File: src/rtl/sub8_approx_pkg.sv
// Shared widths, types and the bit-0 helper for the pipelined approximate subtractor.
package sub8_approx_pkg;

  localparam int OP_W  = 8;
  localparam int RES_W = 9;

  typedef logic signed [RES_W-1:0] res_t;

  // Stage-1 payload: only the operand bits still needed by stage 2 are kept.
  typedef struct packed {
    logic [2:0] a_top;
    logic [2:0] b_top;
    logic [3:0] lo;
    logic       br;
    logic       d0;
  } s1_t;

  function automatic logic approx_lsb_sub(input logic a0, input logic b0);
    return a0 & ~b0;
  endfunction

endpackage

File: src/rtl/sub8_pipe_stage.sv
// Generic valid/ready register slice; advances whenever it is empty or downstream accepts.
module sub8_pipe_stage #(
  parameter int W = 8
) (
  input  logic         clk,
  input  logic         rst_n,
  input  logic         in_valid,
  output logic         in_ready,
  input  logic [W-1:0] in_data,
  output logic         out_valid,
  input  logic         out_ready,
  output logic [W-1:0] out_data
);

  logic         valid_q;
  logic [W-1:0] data_q;
  logic         advance;

  assign advance   = ~valid_q | out_ready;
  assign in_ready  = advance;
  assign out_valid = valid_q;
  assign out_data  = data_q;

  always_ff @(posedge clk or negedge rst_n) begin
    if (!rst_n) begin
      valid_q <= 1'b0;
      data_q  <= '0;
    end else if (advance) begin
      valid_q <= in_valid;
      if (in_valid) data_q <= in_data;
    end
  end

endmodule

File: src/rtl/sub8_approx_pipe.sv
// Two-stage 8-bit subtractor O = A - B (9-bit two's complement), bit 0 optionally borrow-free.
// Define SUB8_APPROX_ERRSTAT_EN to carry an exact difference and count ops/mismatches.
module sub8_approx_pipe
  import sub8_approx_pkg::*;
#(
  parameter int APPROX_LSB = 1,
  parameter int CNT_W      = 16
) (
  input  logic             clk,
  input  logic             rst_n,
  input  logic             in_valid,
  output logic             in_ready,
  input  logic [OP_W-1:0]  A,
  input  logic [OP_W-1:0]  B,
  output logic             out_valid,
  input  logic             out_ready,
  output res_t             O,
  output logic [CNT_W-1:0] err_cnt,
  output logic [CNT_W-1:0] op_cnt
);

`ifdef SUB8_APPROX_ERRSTAT_EN
  localparam int S1_W = $bits(s1_t) + RES_W;
  localparam int S2_W = 2 * RES_W;
`else
  localparam int S1_W = $bits(s1_t);
  localparam int S2_W = RES_W;
`endif

  logic       d0;
  logic       bw0;
  logic [4:0] low5;
  logic [3:0] hi4;
  s1_t        s1_in;
  s1_t        s1_out;
  res_t       s2_in;
  logic       s1_valid;
  logic       s2_in_ready;
  logic [S1_W-1:0] s1_d;
  logic [S1_W-1:0] s1_q;
  logic [S2_W-1:0] s2_d;
  logic [S2_W-1:0] s2_q;

  // Bit 0 and the borrow it feeds into bits 1..4; the approximate form never borrows.
  generate
    if (APPROX_LSB != 0) begin : g_apx_lsb
      assign d0  = approx_lsb_sub(A[0], B[0]);
      assign bw0 = 1'b0;
    end else begin : g_exact_lsb
      assign d0  = A[0] ^ B[0];
      assign bw0 = ~A[0] & B[0];
    end
  endgenerate

  assign low5  = {1'b0, A[4:1]} - {1'b0, B[4:1]} - {4'b0000, bw0};
  assign s1_in = '{a_top: A[7:5], b_top: B[7:5], lo: low5[3:0], br: low5[4], d0: d0};

  // Upper nibble plus sign: 4-bit wraparound yields the correct 9-bit two's complement.
  assign hi4   = {1'b0, s1_out.a_top} - {1'b0, s1_out.b_top} - {3'b000, s1_out.br};
  assign s2_in = {hi4, s1_out.lo, s1_out.d0};

`ifdef SUB8_APPROX_ERRSTAT_EN
  res_t ex_in;
  res_t ex_s1;
  res_t ex_s2;
  logic [CNT_W-1:0] err_cnt_q, err_cnt_d;
  logic [CNT_W-1:0] op_cnt_q, op_cnt_d;
  logic             out_xfer;

  assign ex_in           = {1'b0, A} - {1'b0, B};
  assign s1_d            = {ex_in, s1_in};
  assign {ex_s1, s1_out} = s1_q;
  assign s2_d            = {ex_s1, s2_in};
  assign {ex_s2, O}      = s2_q;
  assign out_xfer        = out_valid & out_ready;

  always_comb begin
    op_cnt_d  = op_cnt_q;
    err_cnt_d = err_cnt_q;
    if (out_xfer) begin
      if (op_cnt_q != '1) op_cnt_d = op_cnt_q + CNT_W'(1);
      if ((O != ex_s2) && (err_cnt_q != '1)) err_cnt_d = err_cnt_q + CNT_W'(1);
    end
  end

  always_ff @(posedge clk or negedge rst_n) begin
    if (!rst_n) begin
      op_cnt_q  <= '0;
      err_cnt_q <= '0;
    end else begin
      op_cnt_q  <= op_cnt_d;
      err_cnt_q <= err_cnt_d;
    end
  end

  assign op_cnt  = op_cnt_q;
  assign err_cnt = err_cnt_q;
`else
  assign s1_d    = s1_in;
  assign s1_out  = s1_q;
  assign s2_d    = s2_in;
  assign O       = s2_q;
  assign op_cnt  = '0;
  assign err_cnt = '0;
`endif

  sub8_pipe_stage #(.W(S1_W)) u_stage1 (
    .clk       (clk),
    .rst_n     (rst_n),
    .in_valid  (in_valid),
    .in_ready  (in_ready),
    .in_data   (s1_d),
    .out_valid (s1_valid),
    .out_ready (s2_in_ready),
    .out_data  (s1_q)
  );

  sub8_pipe_stage #(.W(S2_W)) u_stage2 (
    .clk       (clk),
    .rst_n     (rst_n),
    .in_valid  (s1_valid),
    .in_ready  (s2_in_ready),
    .in_data   (s2_d),
    .out_valid (out_valid),
    .out_ready (out_ready),
    .out_data  (s2_q)
  );

endmodule

File: config.mk
export PLATFORM = sky130hd
export DESIGN_NAME = sub8_approx_pipe
export DESIGN_NICKNAME = d
export VERILOG_FILES = /design/src/rtl/sub8_approx_pkg.sv /design/src/rtl/sub8_pipe_stage.sv /design/src/rtl/sub8_approx_pipe.sv
export SDC_FILE = /design/constraint.sdc
export NUM_CORES = 1
export LEC_CHECK = 0
export ABC_CLOCK_PERIOD_IN_PS = 2900
export BUFFER_PORTS_ARGS = -buffer_cell sky130_fd_sc_hd__buf_2
export CELL_PAD_IN_SITES_DETAIL_PLACEMENT = 2
export CELL_PAD_IN_SITES_GLOBAL_PLACEMENT = 2
export CORE_ASPECT_RATIO = 1.75
export CORE_MARGIN = 1
export CORE_UTILIZATION = 28
export CTS_CLUSTER_SIZE = 28
export DETAILED_ROUTE_END_ITERATION = 10
export PLACE_DENSITY = 0.88
export SLEW_MARGIN = 0
export SYNTH_ARGS = -nofsm -noshare
export SYNTH_HDL_FRONTEND = slang
export SYNTH_SLANG_ARGS = --single-unit
File: constraint.sdc
create_clock -name clk -period 2.9 [get_ports clk]
set_input_delay 0.87 -clock clk [delete_from_list [all_inputs] [get_ports clk]]
set_output_delay 0.87 -clock clk [all_outputs]
set_load 0.1 [all_outputs]
==> implementation parameters, run 1 <==
Parameter                              Value

Status
  Run status ... finished clean

Placement
  Number of instances in the placed design ... approximately 210
  Final Wtd Congestion ... a little over 0.7
  Port-buffer cells ... 30
  Detailed Place HPWL ... 2380 µm

Timing
  Setup clock skew after layout ... 9.72 ps
  Pins Over Slew Limit ... 0
  Final cycle utilization of the critical path ... 0.876
  Setup repair after global routing missed its margin ... no
  Final hold violations ... 0
  Least-Margin Pin Slew ... 526 ps
  Final total negative setup slack ... 0 ps
  Final worst path period need ... about 2500 ps
  Final Hold Slack ... about 500 ps
  Achievable clock frequency ... 394 MHz
  Setup violators final ... 0
  Max_slew headroom ... 0.649

Worst setup path
  Chain of cells forming the critical path ... buf_2 -> and3b_4 -> inv_4 -> buf_2
  Top cell by count, worst path ... sky130_fd_sc_hd__buf_2
  Cell with the largest stage delay on the worst path ... sky130_fd_sc_hd__buf_2
  Critical-path maximum fanout ... 5
  Sort of element at the end of the critical path ... output pin
  Class of the most critical setup path ... input port to output pin
  Sum of buffers and inverters on the critical path ... 3
  CP arrival ... 1670 ps
  Kind of cell with the highest combined delay on the critical path ... buffers and inverters
  Worst stage delay on the critical path ... 420 ps
  CP Launch Type ... input port
  CP required ... 2030 ps

Cells and area
  Final std cells w/o fill ... approximately 220
  Antenna diode count ... 0
  Relative area change from synthesis to final layout ... 8.90%
  Nets ... slightly below 200
  Most common library cell in the layout ignoring fill and taps ... sky130_fd_sc_hd__conb_1
  Share of layout cells above drive strength 1 ... 0.315
  Highest-count cells in the layout ignoring fill and taps ... sky130_fd_sc_hd__conb_1, sky130_fd_sc_hd__buf_2, sky130_fd_sc_hd__dfrtp_1, sky130_fd_sc_hd__inv_1
  Fin util ... 0.317

Detailed routing
  Count of TritonRoute iterations in the first routing pass ... 2
  Wirelength per Cell ... 12.8 µm
  Total number of vias ... slightly above 900
  DRC violation count after routing ... 0
  Number of antenna-violating nets in the routed design ... 0
  Vias per Instance ... 4.31
  Routed WL ... ~2800 µm
  Detailed Route Iter0 Violations ... 6

Floorplan
  Starting Density ... 0.291
  Height of the die ... 97.1 µm
  Row count ... 34
  Width of the die ... 56.4 µm
  Number of top-level pins ... 63
  Area of the core region ... 4980 µm²
  Full die area ... approximately 5500 µm²

Clock tree
  Post-CTS setup buffer count ... 0
  Max Root-Sink Buffers ... 2
  TritonCTS Buffers ... 3
  Post-cts gate resize count ... 0
  Number of buffers added to fix hold violations after cts ... 0
  TritonCTS clock tree ... built
  Max H-tree Level ... 1
  Clock-pin slew on the worst setup and hold paths ... 80 ps
  Clock latency at the later pin of the worst-skew pair ... 270 ps
  Total clock sinks ... 23
  Root buf cell ... sky130_fd_sc_hd__clkbuf_8

Global route
  Overflow left after global routing ... 0
  Largest net degree at the start of global routing ... 24
  Number of antenna violations at the first check in global routing ... 0
  Overall fraction of global-route tracks in use ... 0.104
  Wire length of the first global-routing pass ... between 4000 and 5000 µm
  Via count of the first global-routing pass ... just under 1,000

Power and ir drop
  Power Internal ... 664 µW
  Part of the total power dissipated in combinational logic ... 0.572
  Cell Pwr Density ... 946 nW/µm²
  Sequential share of power ... 0.296
  Static Leak ... 0.830 nW
  Maximum vdd drop ... approximately 0.00064 V
  Share of total power consumed by net switching ... 0.555
  Proportion of power drawn by the clock network ... 0.132
  Switching power summed over all nets ... 828 µW

Synth
  Area fraction of the dominant cell type after synthesis ... 0.398
  Synthesized cell area ... 1450 µm²
  Synth warnings ... 0
  Yosys top cell by area ... sky130_fd_sc_hd__dfrtp_1
  Cell variety after synth ... 28
  Number of storage elements in the synthesis netlist ... 23
  Mean cell area of the mapped netlist ... 11.1 µm²
  Cell types with the largest area share after synthesis ... sky130_fd_sc_hd__dfrtp_1, sky130_fd_sc_hd__buf_4, sky130_fd_sc_hd__ha_1, sky130_fd_sc_hd__mux2_4, sky130_fd_sc_hd__mux2_2
  Sequential fraction of the synthesis area ... 0.398
  Number of standard cells after synthesis ... 130

Worst hold path
  Hold crit path type ... flop to flop

Run
  Max-capacitance violation count ... 0
cells in the mapped netlist, drive strengths merged:
cell and instances:
o21a 1, conb 1, dfrtp 23, and3b 2, a21oi 7, o31ai 1
buf 33, ha 8, a21boi 1, mux2 14, nand2b 4, nand2 3
fa 3, o21ai 8, a21o 1, a31oi 1, xnor2 3, inv 12
and2 1, nand3b 1, or3 1, or2 1
worst paths after layout:
check / from / endpoint / slack [ps] / cells past startpoint
worst max-delay path: out_ready / in_ready / 360 / 4
worst min-delay path: u_stage2.out_data[6] / u_stage2.out_data[6] / 510 / 1
worst max register to register: u_stage1.out_data[1] / u_stage2.out_data[6] / 530 / 7
worst min register to register: u_stage2.out_data[6] / u_stage2.out_data[6] / 510 / 1
max in group asynchronous: rst_n / u_stage1.out_data[0] / 1970 / 1
min in group asynchronous: rst_n / u_stage1.out_data[10] / 570 / 1
state kept, by name (all words and copies together) (netlist names):
name,cells
u_stage1.out_data,12
u_stage2.out_data,9
u_stage1.out_valid,1
u_stage2.out_valid,1
cells by family (layout without fill, tap and decap cells):
group / count (synthesis) / count (layout) / synth area share
AOI/OAI and AO/OA: 20 / 20 / 0.0769
buffers and inverters: 45 / 46 / 0.207
and+or+nand+nor: 13 / 13 / 0.0631
adders and majority gates: 11 / 11 / 0.111
muxes: 14 / 14 / 0.124
other: 1 / 32 / 0.00259
xor gates and xnor gates: 3 / 3 / 0.0182
DFF: 23 / 23 / 0.398
power groups by stage:
stage / Combinational, mW / Sequential [mW] / Clock [mW]
after floorplan: 0.418 / 0.788 / 0
after global placement: 0.834 / 0.444 / 0
after detailed placement: 0.860 / 0.451 / 0
after CTS: 0.865 / 0.445 / 0.206
after global routing: 0.891 / 0.453 / 0.216
final: 0.854 / 0.442 / 0.196
area by class of cell:
class | instances | area, µm²
timing repair buffer | 30 | 150
clock inverter | 1 | 5.00
multi-input combinational | 93 | 689
clock buffer | 3 | 41.3
fill | 568 | 3400
inverter | 12 | 47.5
sequential | 23 | 576
tap | 54 | 67.6
metrics by stage:
step | setup slack [ps] | power (mW) | area, µm²
after floorplan | 609 | 1.21 | 1560
after global placement | 370 | 1.28 | 1530
after detailed placement | 354 | 1.31 | 1530
after CTS | 348 | 1.52 | 1580
after global routing | 333 | 1.56 | 1580
final | 361 | 1.49 | 1580
worst reg2reg max path, cell delays in order, from the launching register on:
cell and delay [ps]:
sky130_fd_sc_hd__dfrtp_1 360, sky130_fd_sc_hd__inv_1 60, sky130_fd_sc_hd__fa_1 560, sky130_fd_sc_hd__inv_1 50
sky130_fd_sc_hd__ha_1 180, sky130_fd_sc_hd__or2_2 310, sky130_fd_sc_hd__fa_1 430, sky130_fd_sc_hd__mux2_1 300
per-layer routing:
| metal | vias to the layer above | wire length (µm) | share of wire | track usage |
|---|---|---|---|---|
| met5 | - | 0 | 0 | 0 |
| met4 | 0 | 63 | 0.023 | 0.0507 |
| met3 | 5 | 129 | 0.047 | 0.0107 |
| met2 | 44 | 1680 | 0.61 | 0.208 |
| met1 | 453 | 897 | 0.32 | 0.101 |
| li1 | 429 | - | - | - |
(Power assumes the default switching activity.)
==> run 2, diff against run 1 <==
ABC_CLOCK_PERIOD_IN_PS = 3300   (was 2900)
CORE_UTILIZATION = 30   (was 28)
PLACE_DENSITY = 0.93   (was 0.88)
clock period = 3.3 ns   (was 2.9 ns; I/O delays follow)
==> run 2 against run 1 <==
  * Critical path type unchanged
  * Clock-buffer cell count is 1 higher
  * Final cell count is 0.93% lower
  * Flip-flop and latch count stayed put
==> implementation parameters, run 2 (synthesized netlist as in run 1, its figures left out) <==
Parameter                              Value

Status
  Run status ... finished clean

Worst setup path
  Class of the most critical setup path ... input port to output pin
  Worst stage delay on the critical path ... about 420 ps
  CP arrival ... about 1800 ps
  Worst R2R Start ... u_stage1.out_data[1]
  Cell with the largest stage delay on the worst path ... sky130_fd_sc_hd__buf_2
  Kind of cell with the highest combined delay on the critical path ... buffers and inverters
  CP Launch Type ... input port
  Sum of buffers and inverters on the critical path ... 3
  Top cell by count, worst path ... sky130_fd_sc_hd__buf_2
  Critical-path maximum fanout ... 5
  Reg2Reg Setup Slack ... 940 ps
  CP required ... 2310 ps
  Number of cells on the worst reg-to-reg path ... 7
  Critical R2R Capture ... u_stage2.out_data[6]
  Sort of element at the end of the critical path ... output pin
  Chain of cells forming the critical path ... buf_2 -> and3b_4 -> inv_4 -> buf_2

Timing
  Achievable clock frequency ... 361 MHz
  Final total negative setup slack ... 0 ps
  Pins Over Slew Limit ... 0
  Max_slew headroom ... 0.653
  Setup repair after global routing missed its margin ... no
  Setup clock skew after layout ... 2.04 ps
  Final hold violations ... 0
  Final worst path period need ... between 2000 and 3000 ps
  Setup violators final ... 0
  Final cycle utilization of the critical path ... 0.839
  Least-Margin Pin Slew ... between 500 and 600 ps

Global route
  Most heavily used metal layer in global routing ... met2
  Number of antenna violations at the first check in global routing ... 0
  Overflow left after global routing ... 0
  Grt met3 use ... 0.00971
  Wire length of the first global-routing pass ... 4050 µm
  Met1 track demand over resource ... 0.0884
  Largest net degree at the start of global routing ... 24
  Overall fraction of global-route tracks in use ... 0.111
  GR met2 Demand/Resource ... 0.230
  Via count of the first global-routing pass ... 963

Floorplan
  Width of the die ... 54.5 µm
  Starting Density ... 0.310
  Full die area ... 5120 µm²
  Row count ... 33
  Number of top-level pins ... 63
  Height of the die ... 93.9 µm
  Area of the core region ... between 4000 and 5000 µm²

Cells and area
  Antenna diode count ... 0
  Relative area change from synthesis to final layout ... 8.64%
  Share of layout cells above drive strength 1 ... 0.309
  Flip-flop count of the largest register, all copies and words added ... 12
  Most common library cell in the layout ignoring fill and taps ... sky130_fd_sc_hd__conb_1
  Highest-count cells in the layout ignoring fill and taps ... sky130_fd_sc_hd__conb_1, sky130_fd_sc_hd__buf_2, sky130_fd_sc_hd__dfrtp_1, sky130_fd_sc_hd__inv_1
  Nets ... 194

Power and ir drop
  Cell Pwr Density ... 831 nW/µm²
  Total Power ... 1.31 mW
  Maximum vdd drop ... 0.000555 V
  Static Leak ... 0.827 nW

Run
  Max-capacitance violation count ... 0

Clock tree
  Max Root-Sink Buffers ... 2
  Max H-tree Level ... 1
  Total clock sinks ... 23
  TritonCTS Buffers ... 3
  Clock latency at the later pin of the worst-skew pair ... 260 ps
  Post-cts gate resize count ... 0
  TritonCTS clock tree ... built
  Clock-pin slew on the worst setup and hold paths ... 80 ps
  Post-CTS setup buffer count ... 0
  Root buf cell ... sky130_fd_sc_hd__clkbuf_8
  Number of buffers added to fix hold violations after cts ... 0

Worst hold path
  Number of cells on the worst hold path ... 1
  Hold crit path type ... flop to flop
  Launch point of the worst hold path ... u_stage2.out_data[6]
  Worst hold endpoint ... u_stage2.out_data[6]

Detailed routing
  Count of TritonRoute iterations in the first routing pass ... 4
  Routed WL ... 2670 µm
  Detailed Route Iter0 Violations ... 6
  DRC violation count after routing ... 0
  Vias per Instance ... 4.32
  Wirelength per Cell ... 12.5 µm
  Total number of vias ... 924
  Number of antenna-violating nets in the routed design ... 0

Placement
  Detailed Place HPWL ... 2320 µm
  Port-buffer cells ... 30
  Final Wtd Congestion ... 0.706
-- run 2: layout make-up --
| class | instances | area (µm²) |
|---|---|---|
| inverters | 12 | 47.5 |
| clock buffers | 4 | 45.0 |
| multi-input cells | 93 | 689 |
| flip-flops and latches | 23 | 576 |
| fillers | 530 | 3090 |
| well taps | 52 | 65.1 |
| repair buffers | 30 | 150 |
-- run 2: worst max path at each step --
stage | from | end | slack, ps | cells after the start
floorplan | out_ready | in_ready | 880 | 2
global placement | out_ready | in_ready | 550 | 4
detailed placement | out_ready | in_ready | 530 | 4
CTS | out_ready | in_ready | 530 | 4
global route | out_ready | in_ready | 500 | 4
finish | out_ready | in_ready | 530 | 4
-- run 2: where the power goes --
| group | leakage, nW | switching [mW] | internal (mW) |
|---|---|---|---|
| registers | 0.270 | 0.0371 | 0.349 |
| clock network | 0.0228 | 0.0863 | 0.0862 |
| logic | 0.534 | 0.598 | 0.150 |
| total | 0.827 | 0.722 | 0.586 |
-- run 2: worst reg2reg max path, stage by stage, from the launching register on --
cell,delay [ps]
sky130_fd_sc_hd__dfrtp_1,340
sky130_fd_sc_hd__inv_1,60
sky130_fd_sc_hd__fa_1,560
sky130_fd_sc_hd__inv_1,50
sky130_fd_sc_hd__ha_1,200
sky130_fd_sc_hd__or2_2,310
sky130_fd_sc_hd__fa_1,430
sky130_fd_sc_hd__mux2_1,300
-- run 2: through the flow --
stage	util	hold slack, ps	std cells	setup WS, ps	instance area [µm²]
after CTS	0.337	499	214	527	1570
after detailed placement	0.327	480	210	527	1530
final	0.337	496	214	531	1570
after global placement	0.327	470	210	549	1530
after floorplan	-	467	161	880	1560
after global routing	0.337	511	214	502	1570
-- run 2: metal layers --
metal | vias to the layer above | wire length (µm)
met1 | 455 | 854
li1 | 422 | -
met5 | - | 0
met3 | 6 | 115
met2 | 41 | 1630
met4 | 0 | 73
